## src/rtl/axil_pkg.sv

```systemverilog
// Shared definitions for the AXI-lite vector RAM: response codes and write-FSM states.
package axil_pkg;

    localparam logic RESP_OKAY   = 1'b0;
    localparam logic RESP_SLVERR = 1'b1;

    typedef enum logic [1:0] {
        WIdle,
        WAddr,
        WData,
        WResp
    } wr_state_e;

endpackage

```

## src/rtl/axil_ram_wr_ctrl.sv

```systemverilog
// Write-side controller: AW/W holding registers, write FSM and B channel.
// Emits a one-cycle strobe on the edge that enters WResp when the address is in range.
module axil_ram_wr_ctrl
    import axil_pkg::*;
#(
    parameter int unsigned DEPTH      = 32,
    parameter int unsigned DATA_WIDTH = 32,
    parameter int unsigned ADDR_WIDTH = (DEPTH > 1) ? $clog2(DEPTH) : 1
) (
    input  logic                  clk_i,
    input  logic                  rst_ni,
    input  logic [ADDR_WIDTH-1:0] waddr_i,
    input  logic                  wavalid_i,
    output logic                  waready_o,
    input  logic [DATA_WIDTH-1:0] wdata_i,
    input  logic                  wvalid_i,
    output logic                  wready_o,
    output logic                  wresp_o,
    output logic                  bvalid_o,
    input  logic                  bready_i,
    output logic                  we_o,
    output logic [ADDR_WIDTH-1:0] we_addr_o,
    output logic [DATA_WIDTH-1:0] we_data_o
);

    localparam logic [ADDR_WIDTH:0] DepthLim = (ADDR_WIDTH + 1)'(DEPTH);

    wr_state_e             state_q, state_d;
    logic [ADDR_WIDTH-1:0] addr_q, addr_d;
    logic [DATA_WIDTH-1:0] data_q, data_d;
    logic                  wresp_q, wresp_d;
    logic                  aw_hs, w_hs, finish, in_range;

    always_comb begin
        waready_o = (state_q == WIdle) || (state_q == WData);
        wready_o  = (state_q == WIdle) || (state_q == WAddr);
        bvalid_o  = (state_q == WResp);
        wresp_o   = wresp_q;

        aw_hs = wavalid_i && waready_o;
        w_hs  = wvalid_i && wready_o;

        // Bypass the holding register when the beat arrives on the completing edge.
        addr_d   = aw_hs ? waddr_i : addr_q;
        data_d   = w_hs ? wdata_i : data_q;
        in_range = {1'b0, addr_d} < DepthLim;

        state_d = state_q;
        finish  = 1'b0;
        unique case (state_q)
            WIdle: begin
                if (aw_hs && w_hs) begin
                    state_d = WResp;
                    finish  = 1'b1;
                end else if (aw_hs) begin
                    state_d = WAddr;
                end else if (w_hs) begin
                    state_d = WData;
                end
            end
            WAddr: begin
                if (w_hs) begin
                    state_d = WResp;
                    finish  = 1'b1;
                end
            end
            WData: begin
                if (aw_hs) begin
                    state_d = WResp;
                    finish  = 1'b1;
                end
            end
            WResp: begin
                if (bready_i) begin
                    state_d = WIdle;
                end
            end
        endcase

        wresp_d = wresp_q;
        if (finish) begin
            wresp_d = in_range ? RESP_OKAY : RESP_SLVERR;
        end

        we_o      = finish && in_range;
        we_addr_o = addr_d;
        we_data_o = data_d;
    end

    always_ff @(posedge clk_i or negedge rst_ni) begin
        if (!rst_ni) begin
            state_q <= WIdle;
            addr_q  <= '0;
            data_q  <= '0;
            wresp_q <= RESP_OKAY;
        end else begin
            state_q <= state_d;
            addr_q  <= addr_d;
            data_q  <= data_d;
            wresp_q <= wresp_d;
        end
    end

endmodule

```

## src/rtl/axil_vec_ram.sv

```systemverilog
// AXI-lite responder word memory standing in for DDR behind the vector-add master port.
// Single-beat writes and 1-cycle-latency reads; counts OKAY writes since reset.
module axil_vec_ram
    import axil_pkg::*;
#(
    parameter int unsigned DEPTH      = 32,
    parameter int unsigned DATA_WIDTH = 32,
    parameter int unsigned ADDR_WIDTH = (DEPTH > 1) ? $clog2(DEPTH) : 1,
    parameter int unsigned CNT_WIDTH  = 16
) (
    input  logic                  clk_i,
    input  logic                  rst_ni,
    input  logic [ADDR_WIDTH-1:0] waddr_i,
    input  logic                  wavalid_i,
    output logic                  waready_o,
    input  logic [DATA_WIDTH-1:0] wdata_i,
    input  logic                  wvalid_i,
    output logic                  wready_o,
    output logic                  wresp_o,
    output logic                  bvalid_o,
    input  logic                  bready_i,
    input  logic [ADDR_WIDTH-1:0] raddr_i,
    input  logic                  arvalid_i,
    output logic                  arready_o,
    output logic [DATA_WIDTH-1:0] rdata_o,
    output logic                  rvalid_o,
    input  logic                  rready_i,
    output logic [CNT_WIDTH-1:0]  wr_count_o
);

    localparam int unsigned         IdxW     = (DEPTH > 1) ? $clog2(DEPTH) : 1;
    localparam logic [ADDR_WIDTH:0] DepthLim = (ADDR_WIDTH + 1)'(DEPTH);

    logic [DATA_WIDTH-1:0] mem_q [DEPTH];

    logic                  we;
    logic [ADDR_WIDTH-1:0] we_addr;
    logic [DATA_WIDTH-1:0] we_data;

    logic                  rvalid_q, rvalid_d;
    logic [DATA_WIDTH-1:0] rdata_q, rdata_d;
    logic [CNT_WIDTH-1:0]  count_q, count_d;
    logic                  ar_hs, rd_in_range;
    logic [IdxW-1:0]       ridx;

    axil_ram_wr_ctrl #(
        .DEPTH      (DEPTH),
        .DATA_WIDTH (DATA_WIDTH),
        .ADDR_WIDTH (ADDR_WIDTH)
    ) u_wr_ctrl (
        .clk_i     (clk_i),
        .rst_ni    (rst_ni),
        .waddr_i   (waddr_i),
        .wavalid_i (wavalid_i),
        .waready_o (waready_o),
        .wdata_i   (wdata_i),
        .wvalid_i  (wvalid_i),
        .wready_o  (wready_o),
        .wresp_o   (wresp_o),
        .bvalid_o  (bvalid_o),
        .bready_i  (bready_i),
        .we_o      (we),
        .we_addr_o (we_addr),
        .we_data_o (we_data)
    );

    // Array is deliberately left out of reset.
    always_ff @(posedge clk_i) begin
        if (we) begin
            mem_q[IdxW'(we_addr)] <= we_data;
        end
    end

    always_comb begin
        arready_o   = !rvalid_q || rready_i;
        ar_hs       = arvalid_i && arready_o;
        ridx        = IdxW'(raddr_i);
        rd_in_range = {1'b0, raddr_i} < DepthLim;

        rvalid_d = rvalid_q;
        rdata_d  = rdata_q;
        // The array read sees the pre-edge contents, so a same-edge write returns the old word.
        if (ar_hs) begin
            rvalid_d = 1'b1;
            rdata_d  = rd_in_range ? mem_q[ridx] : '0;
        end else if (rready_i) begin
            rvalid_d = 1'b0;
        end

        count_d = we ? count_q + CNT_WIDTH'(1) : count_q;

        rvalid_o   = rvalid_q;
        rdata_o    = rdata_q;
        wr_count_o = count_q;
    end

    always_ff @(posedge clk_i or negedge rst_ni) begin
        if (!rst_ni) begin
            rvalid_q <= 1'b0;
            rdata_q  <= '0;
            count_q  <= '0;
        end else begin
            rvalid_q <= rvalid_d;
            rdata_q  <= rdata_d;
            count_q  <= count_d;
        end
    end

endmodule

```

## config.mk

```make
export PLATFORM = sky130hd
export DESIGN_NAME = axil_vec_ram
export DESIGN_NICKNAME = d
export VERILOG_FILES = /design/src/rtl/axil_pkg.sv /design/src/rtl/axil_ram_wr_ctrl.sv /design/src/rtl/axil_vec_ram.sv
export SDC_FILE = /design/constraint.sdc
export NUM_CORES = 1
export LEC_CHECK = 0
export CAP_MARGIN = 20
export CORE_ASPECT_RATIO = 0.75
export CORE_MARGIN = 2
export CORE_UTILIZATION = 25
export CTS_BUF_LIST = sky130_fd_sc_hd__clkbuf_8
export CTS_CLUSTER_SIZE = 16
export DETAILED_ROUTE_END_ITERATION = 12
export PLACE_DENSITY_LB_ADDON = 0.1
export RECOVER_POWER = 25
export SYNTH_ARGS = -nofsm -noshare
export SYNTH_HDL_FRONTEND = slang
export SYNTH_SLANG_ARGS = --single-unit
```

## constraint.sdc

```tcl
create_clock -name clk_i -period 8 [get_ports clk_i]
set_input_delay 2 -clock clk_i [delete_from_list [all_inputs] [get_ports clk_i]]
set_output_delay 2 -clock clk_i [all_outputs]
set_load 0.01 [all_outputs]
```

After elaboration in Yosys (flattened, before gate mapping) --
Memories as Yosys holds them, arrays and structs flattened. A register that Yosys moved wholly into a read port is not among the register bits. Index checks and enable logic that the tools add are counted.
Word-level totals: bits in registers 56, output and inout port bits 54, RAM bits 1024, input bits 49, memories kept 1
Cells by class: muxes and demuxes 17, add/sub/neg operators 1, equal/unequal tests 7, reductions and logical operators 12
Memories:
- mem_q | depth 32, width 32, read ports 1, clocked after memory_dff 1, wr ports 1, line axil_vec_ram.sv:34 | logic [DATA_WIDTH-1:0] mem_q [DEPTH];
Operators with widths (number):
- 2-to-1 mux 32 bit | 1
- adder 16 x 1 -> 16 bit (second input constant) | 1
- 2-to-1 mux 2 bit | 6
- case mux 2 bit (4 select lines) | 1
- 2-to-1 mux 1 bit | 7
- != test 2 x 1 -> 1 bit (second input constant) | 3
- 2-to-1 mux 5 bit | 1
- == test 2 bit (second input constant) | 2
- logical AND 1 bit | 4
- != test 4 x 2 -> 1 bit (second input constant) | 1
- AND reduction 4 bit | 1
- logical OR 1 bit | 3
- case mux 1 bit (3 select lines) | 1
- == test 2 x 1 -> 1 bit (second input constant) | 1
- zero test 1 bit | 2
- zero test 2 bit | 1
- nonzero test 2 bit | 1

Depth between registers and ports, before layout --
Gate-level depths: netlist (run 1).
word-level depth 8, depth in mapped cells 8

By module --
A second synthesis (run 1) with hierarchy kept.
Second synthesis, totals: cell total of the unflattened synthesis 2341, area total of the unflattened synthesis 43366.6 µm²
Modules (own cells, without submodules):
- axil_vec_ram | area an instance 41712.5 µm², times used 1, cells an instance 2234
- axil_ram_wr_ctrl | area an instance 1654.1 µm², times used 1, cells an instance 107

Worst setup path before layout (run 1) --
No wires, ideal clock.
path type input-to-reg, start input wavalid_i, end memory mem_q[0][0], enable pin, library setup time 0.421 ns, required time 7.579 ns, stages on the path 5, slack 3.301 ns, path buffers 1, arrival time 4.278 ns, cell sequence o21ai_1 clkbuf_1 nor3b_1 o21ai_1 nor2_1
On the way: word-level cells in the longest chain between the ends 6
RTL lines:
- start: declaration | line axil_vec_ram.sv:14 | input logic wavalid_i,
- logical AND 1 bit (*) | line axil_ram_wr_ctrl.sv:40 | aw_hs = wavalid_i && waready_o;
- logical AND 1 bit | line axil_ram_wr_ctrl.sv:52 | if (aw_hs && w_hs) begin
- 2-to-1 mux 1 bit | line axil_ram_wr_ctrl.sv:52
- case mux 1 bit (3 select lines) | line axil_ram_wr_ctrl.sv:50 | unique case (state_q)
- 2-to-1 mux 1 bit | line axil_vec_ram.sv:69 | if (we) begin
- 2-to-1 mux 1 bit (not written as such) | line axil_vec_ram.sv:70 | mem_q[IdxW'(we_addr)] <= we_data;
- end: declaration | line axil_vec_ram.sv:34
Every way passes the cells marked *; elsewhere a longest branch is shown, timed or not.

Final worst setup path (run 1) --
start input wvalid_i, end memory mem_q[20][19], data pin
On the way: word-level cells in the longest chain between the ends 2
RTL lines:
- start: declaration | line axil_vec_ram.sv:17 | input logic wvalid_i,
- logical AND 1 bit | line axil_ram_wr_ctrl.sv:41 | w_hs = wvalid_i && wready_o;
- 2-to-1 mux 32 bit | line axil_ram_wr_ctrl.sv:45 | data_d = w_hs ? wdata_i : data_q;
- named net u_wr_ctrl.we_data_o[19] | line axil_ram_wr_ctrl.sv:23 | output logic [DATA_WIDTH-1:0] we_data_o
The timed path passes the listed nets, and every way through them passes these cells.

==> reports/metrics.csv, run 1 <==
metric,value,unit
status,finished with violations,
failed_checks,"capacitance limit, slew limit",
drtIter0Drc,1861,
design.die.area,177000,sq um
vdd_drop_max,0.230,mV
ioPinCount,103,
r2r-end,mem_q[20][19],
synthFlopType,edfxtp_1,
cap_violations,7,
p_leak,17.7,nW
grt_max_degree,104,
syn_avg_cell_area,18.5,sq um
fin_ws,1.61,ns
switching_share,0.307,
cts_tree,done,
min_period,6.39,ns
fin_crit_sh,0.799,
drt-pass1-iter-count,5,
min_to,wr_count_o[15],
final-hold-violation-count,0,
wl_per_cell,26.9,um
antenna_found_initial,15,
r2r_start,u_wr_ctrl.state_q[0],
pre_cts_ws,2.28,ns
cts.hold.buffers_added,0,
rows,132,
htreeDepth,4,
holdCritPathClass,reg -> reg,
worstPathRequired,8.46,ns
syn_inst,2352,
synth-seq-area-share,0.757,
clk_latency,0.93,ns
numPortBuffers,101,
final_util,0.295,
max_freq,0.156,GHz
grtUsageTotal,0.150,
synth_edf_count,1024,
die_w,486,um
coreArea,173000,sq um
avgViaCountPerCell,4.51,
fin_worst_skew,0.0413,ns
critPathKind,in -> reg,
route.detailed.drc,0,
slew_headroom,-2.36,
rsz0062_at_grt,no,
cts_setup_buffers,0,
arrival,6.86,ns
hp-start,wr_count_o[15],
multi_input_area,10000,sq um
clockBufferDepth,3,
vias,22500,
ctsResizeCount,0,
syn2layout_area_growth,17.3,%
hold_ws,0.483,ns
ff2ff_setup_slack,2.20,ns
postRouteAntennaNets,0,
tightest_slew,5.04,ns
routed_wl,134000,um
dp_hpwl,80800,um
grt_pass1_wl,187000,um
hold_path_depth,1,
root_buffer,clkbuf_8,
finalSetupViolations,0,
clock_sinks,1112,
ys_warn_count,0,
seq_area,33000,sq um
final.fill_count,17000,
start_util,0.252,
end_kind,flip-flop,
power_density,299,nW/um^2
grt_pass1_vias,23600,
slew_viol_final,262,
numCtsBuffers,181,
clockPowerShare,0.303,
p_switching,4.68,mW
path_max_fanout,33,
syn_nets,2407,
gp_congestion,0.737,
synthDistinctLibCells,40,
chipHeight,365,um
drive_gt1_frac,0.150,
rr_worst_depth,6,
synth-async-reset-ratio,0.0791,
final.setup.tns,0,ns
ys_ff_latch,1112,
startpoint_type,input pin,
num-nets-final,2618,
internal-power,10.6,mW
power_frac_comb,0.179,
pwr-share-seq,0.518,
synth_area,43500,sq um
gr-total-overflow,0,
clk_pin_slew,0.06,ns
layer usage:
layer | GRT usage | part of all wire
met1 | 0.210 | 0.47
met2 | 0.233 | 0.45
met3 | 0.0327 | 0.053
met4 | 0.0465 | 0.023
met5 | 0 | 0.00019
area by class of cell:
cell class	instances	share of cell area
diodes	9	0.000441
clock buffers	191	0.0515
clock inverters	140	0.0131
inverters	10	0.000736
multi-input cells	1091	0.196
flip-flops and latches	1112	0.646
well taps	2278	0.0559
repair buffers	167	0.0363
per-stage QoR:
stage / area [sq um] / std cells / total power, mW
6_report: 51000 / 4998 / 15.3
5_1_grt: 51000 / 4993 / 15.9
3_3_place_gp: 47300 / 4638 / 10.8
3_5_place_dp: 47700 / 4656 / 10.8
2_1_floorplan: 43500 / 2352 / 9.19
4_1_cts: 51000 / 4987 / 15.6
cells by family after synthesis:
kind of cell / synth area share
AO/OA/AOI/OAI: 0.0780
XOR/XNOR: 0.00302
adder cells (fa/ha/maj): 0.00173
buffers and inverters: 0.0192
flip-flops: 0.757
multiplexers: 0.128
other: 0.0000862
AND/OR/NAND/NOR: 0.0127
worst max-delay path, stage by stage:
cell and delay (ns):
dlygate4sd3_1 0.64, nand2_4 0.08, clkbuf_1 2.42, mux2_1 1.53
power groups by stage:
stage / Clock (mW) / Combinational, mW / Sequential, mW
floorplan: 0 / 1.26 / 7.93
detailed placement: 0 / 2.85 / 8.00
global route: 5.04 / 2.96 / 7.94
CTS: 4.82 / 2.85 / 7.88
finish: 4.62 / 2.73 / 7.90
global placement: 0 / 2.78 / 7.99
synthesized netlist by cell type (31+ instances only):
library cell  count  area, sq um
edfxtp_1       1024        30700
mux2i_1         516         5160
a22oi_1         128          961
dfrtp_1          88         2200
a21oi_1          65          325
a22o_1           65          569
clkbuf_1         62          233
nand2_1          48          180
nor2_1           38          143
mux2_2           36          405
a221oi_2         33          495
o22ai_1          33          206
a221oi_1         32          280
o41ai_2          32          521
buf_4            31          233
sequential cells by signal (all words and copies together) (netlist names):
register           cells
rvalid_o               1
mem_q               1024
u_wr_ctrl.addr_q       5
rdata_o               32
u_wr_ctrl.data_q      32
wr_count_o            16
u_wr_ctrl.state_q      2
cell usage in the layout, fill, tap and decap left out, types with 4 or more instances in the layout:
| master | instances |
|---|---|
| a21oi_1 | 65 |
| ha_1 | 6 |
| dfrtp_1 | 88 |
| nand4_1 | 5 |
| nand2_1 | 45 |
| inv_1 | 89 |
| mux2_2 | 14 |
| clkbuf_8 | 191 |
| clkinv_2 | 9 |
| mux2i_1 | 516 |
| nor2_4 | 32 |
| and3_1 | 5 |
| a221oi_2 | 33 |
| buf_4 | 37 |
| clkdlybuf4s50_1 | 96 |
| o41ai_2 | 32 |
| inv_6 | 6 |
| o22ai_1 | 33 |
| a22o_1 | 65 |
| clkinv_1 | 36 |
| a221oi_1 | 32 |
| buf_12 | 25 |
| diode_2 | 9 |
| nand3_1 | 6 |
| nor2_1 | 6 |
| edfxtp_1 | 1024 |
| xnor2_1 | 12 |
| clkinvlp_4 | 4 |
| mux2_1 | 22 |
| a22oi_1 | 128 |
worst max path at each step:
stage                          endpoint      start  slack [ns]
final                     mem_q[20][19]   wvalid_i        1.61
after global routing      mem_q[28][31]   wvalid_i        1.37
after CTS                     arready_o   rready_i        2.77
after detailed placement  mem_q[27][15]   wvalid_i        2.28
after global placement    mem_q[11][12]   wvalid_i        2.28
after floorplan             mem_q[0][0]  wavalid_i        3.30
No activity file was read; power rests on OpenSTA's default activity.
==> run 2: changes to the inputs <==
Clock period 8 ns to 5.3 ns, I/O delays scaled along.
==> run 2 against run 1 <==
The flow still finishes with violations (capacitance limit, slew limit); via count barely moved; worst hold slack got worse by 0.036 ns; highest routed layer is now met4; global-route usage fell by 0.34 points; largest power group unchanged.
==> reports/metrics.csv, run 2 (synthesis gave the netlist of run 1 again) <==
metric,value,unit,change
avgViaCountPerCell,4.49,,-0.53%
chipHeight,365,um,unchanged
drive_gt1_frac,0.156,,+0.00650
fin_crit_sh,0.796,,
start_util,0.252,,unchanged
end_kind,flip-flop,,
rr_worst_depth,5,,-1
dp_hpwl,80200,um,-0.69%
worstPathRequired,6.06,ns,-2.40 ns
finalSetupViolations,0,,unchanged
cap_violations,14,,+7
dp_cells,4689,,+0.71%
clock_sinks,1112,,unchanged
final-hold-violation-count,0,,unchanged
drt-pass1-iter-count,5,,unchanged
clockBufferDepth,3,,unchanged
status,finished with violations,,
htreeDepth,4,,unchanged
die_w,486,um,unchanged
clk_pin_slew,0.06,ns,about the same
cts.hold.buffers_added,0,,unchanged
design.die.area,177000,sq um,unchanged
postRouteAntennaNets,0,,unchanged
holdCritPathClass,in -> async,,
ioPinCount,103,,unchanged
vdd_drop_max,0.358,mV,+56%
syn2layout_area_growth,17.7,%,
grt_pass1_vias,23600,,+0.085%
max_freq,0.237,GHz,
grt_pass1_wl,184000,um,-1.4%
numCtsBuffers,183,,+1.1%
route.detailed.drc,0,,unchanged
rsz0062_at_grt,no,,
slew_headroom,-0.332,,+2.03
num-nets-final,2651,,+1.3%
largest_register_ffs,1024,,unchanged
gp_congestion,0.744,,+0.92%
r2r_start,u_wr_ctrl.state_q[0],,
rows,132,,unchanged
seq_area,33000,sq um,unchanged
slew_viol_final,450,,+72%
grtUsageTotal,0.147,,-0.00338
critPathKind,in -> reg,,
arrival,4.97,ns,-1.89 ns
cts_tree,done,,
routed_wl,131000,um,-2.2%
final_common_cell,edfxtp_1,,
fin_cells,5023,,+0.50%
wl_per_cell,26.2,um,-2.7%
coreArea,173000,sq um,unchanged
path_max_fanout,19,,-42%
grt_max_degree,70,,-33%
hold_ws,0.447,ns,-0.0363 ns
root_buffer,clkbuf_8,,
antenna_found_initial,7,,-8
totalPowerFinal,23.0,mW,+51%
drtIter0Drc,1508,,-19%
ff2ff_setup_slack,1.20,ns,-1.00 ns
layout_common_cells,"edfxtp_1 (1024), mux2i_1 (516), clkbuf_8 (197), a22oi_1 (128), clkdlybuf4s50_1 (94)",,
ctsResizeCount,0,,unchanged
final.setup.tns,0,ns,unchanged
clk_latency,0.94,ns,about the same
final.fill_count,17000,,-0.26%
numPortBuffers,101,,unchanged
fin_worst_skew,0.0558,ns,+0.0145 ns
r2r-end,mem_q[5][26],,
gr-total-overflow,0,,unchanged
min_period,4.22,ns,
power_density,450,nW/um^2,+51%
tightest_slew,2.00,ns,-3.04 ns
p_leak,17.7,nW,+0.34%
cts_setup_buffers,0,,unchanged
failed_checks,"capacitance limit, slew limit",,
regMostFlops,mem_q,,
startpoint_type,input pin,,
vias,22500,,-0.031%
multi_input_area,9910,sq um,-1.1%
-- run 2: changes by cell type in the layout (fill, tap and decap cells not counted), sizes merged --
cell | before | now
buf | 65 | 93
bufinv | 2 | 4
clkbuf | 194 | 203
clkdlybuf4s50 | 96 | 94
clkinv | 46 | 57
clkinvlp | 4 | 7
diode | 9 | 6
dlygate4sd3 | 3 | 5
inv | 98 | 73
-- run 2: worst max-delay path by stage --
stage,start,end,slack (ns),depth (start not counted)
2_1_floorplan,wavalid_i,mem_q[0][0],1.28,5
3_3_place_gp,wavalid_i,mem_q[7][14],0.82,6
3_5_place_dp,wavalid_i,mem_q[3][12],0.87,6
4_1_cts,u_wr_ctrl.state_q[0],wready_o,1.34,4
5_1_grt,u_wr_ctrl.state_q[0],mem_q[24][0],0.83,5
6_report,raddr_i[1],rdata_o[16],1.08,8
-- run 2: worst max-delay path, cell delays in order --
cell	delay, ns
dlygate4sd3_1	0.68
nor2b_1	0.83
clkbuf_1	1.01
buf_4	0.38
a221oi_1	0.11
o22ai_1	0.15
clkbuf_1	0.33
o41ai_2	0.13
-- run 2: power breakdown --
part | switching (mW) | internal (mW)
clock | 3.55 | 3.62
sequential | 0.190 | 11.8
combinational | 3.16 | 0.770
-- run 2: routing by layer --
metal  vias to the layer above  track usage  routed length [um]
met4                         0       0.0442                2600
met5                         -            0                   0
met1                     11800        0.208               63800
met3                       187       0.0227                4910
li1                      10000            -                   -
met2                       455        0.232               60000
-- run 2: through the flow --
step,util,setup WS [ns],area [sq um]
after global placement,0.277,0.817,47900
final,0.296,1.08,51200
after CTS,0.297,1.34,51300
after floorplan,-,1.28,43500
after global routing,0.296,0.830,51200
after detailed placement,0.277,0.868,47900
-- run 2: cell type report --
cell class | count | area share
sequential | 1112 | 0.644
multi-input combinational | 1091 | 0.194
clock buffer | 197 | 0.0530
timing repair buffer | 198 | 0.0395
clock inverter | 131 | 0.0137
antenna | 6 | 0.000293
tap | 2278 | 0.0557
inverter | 10 | 0.000733
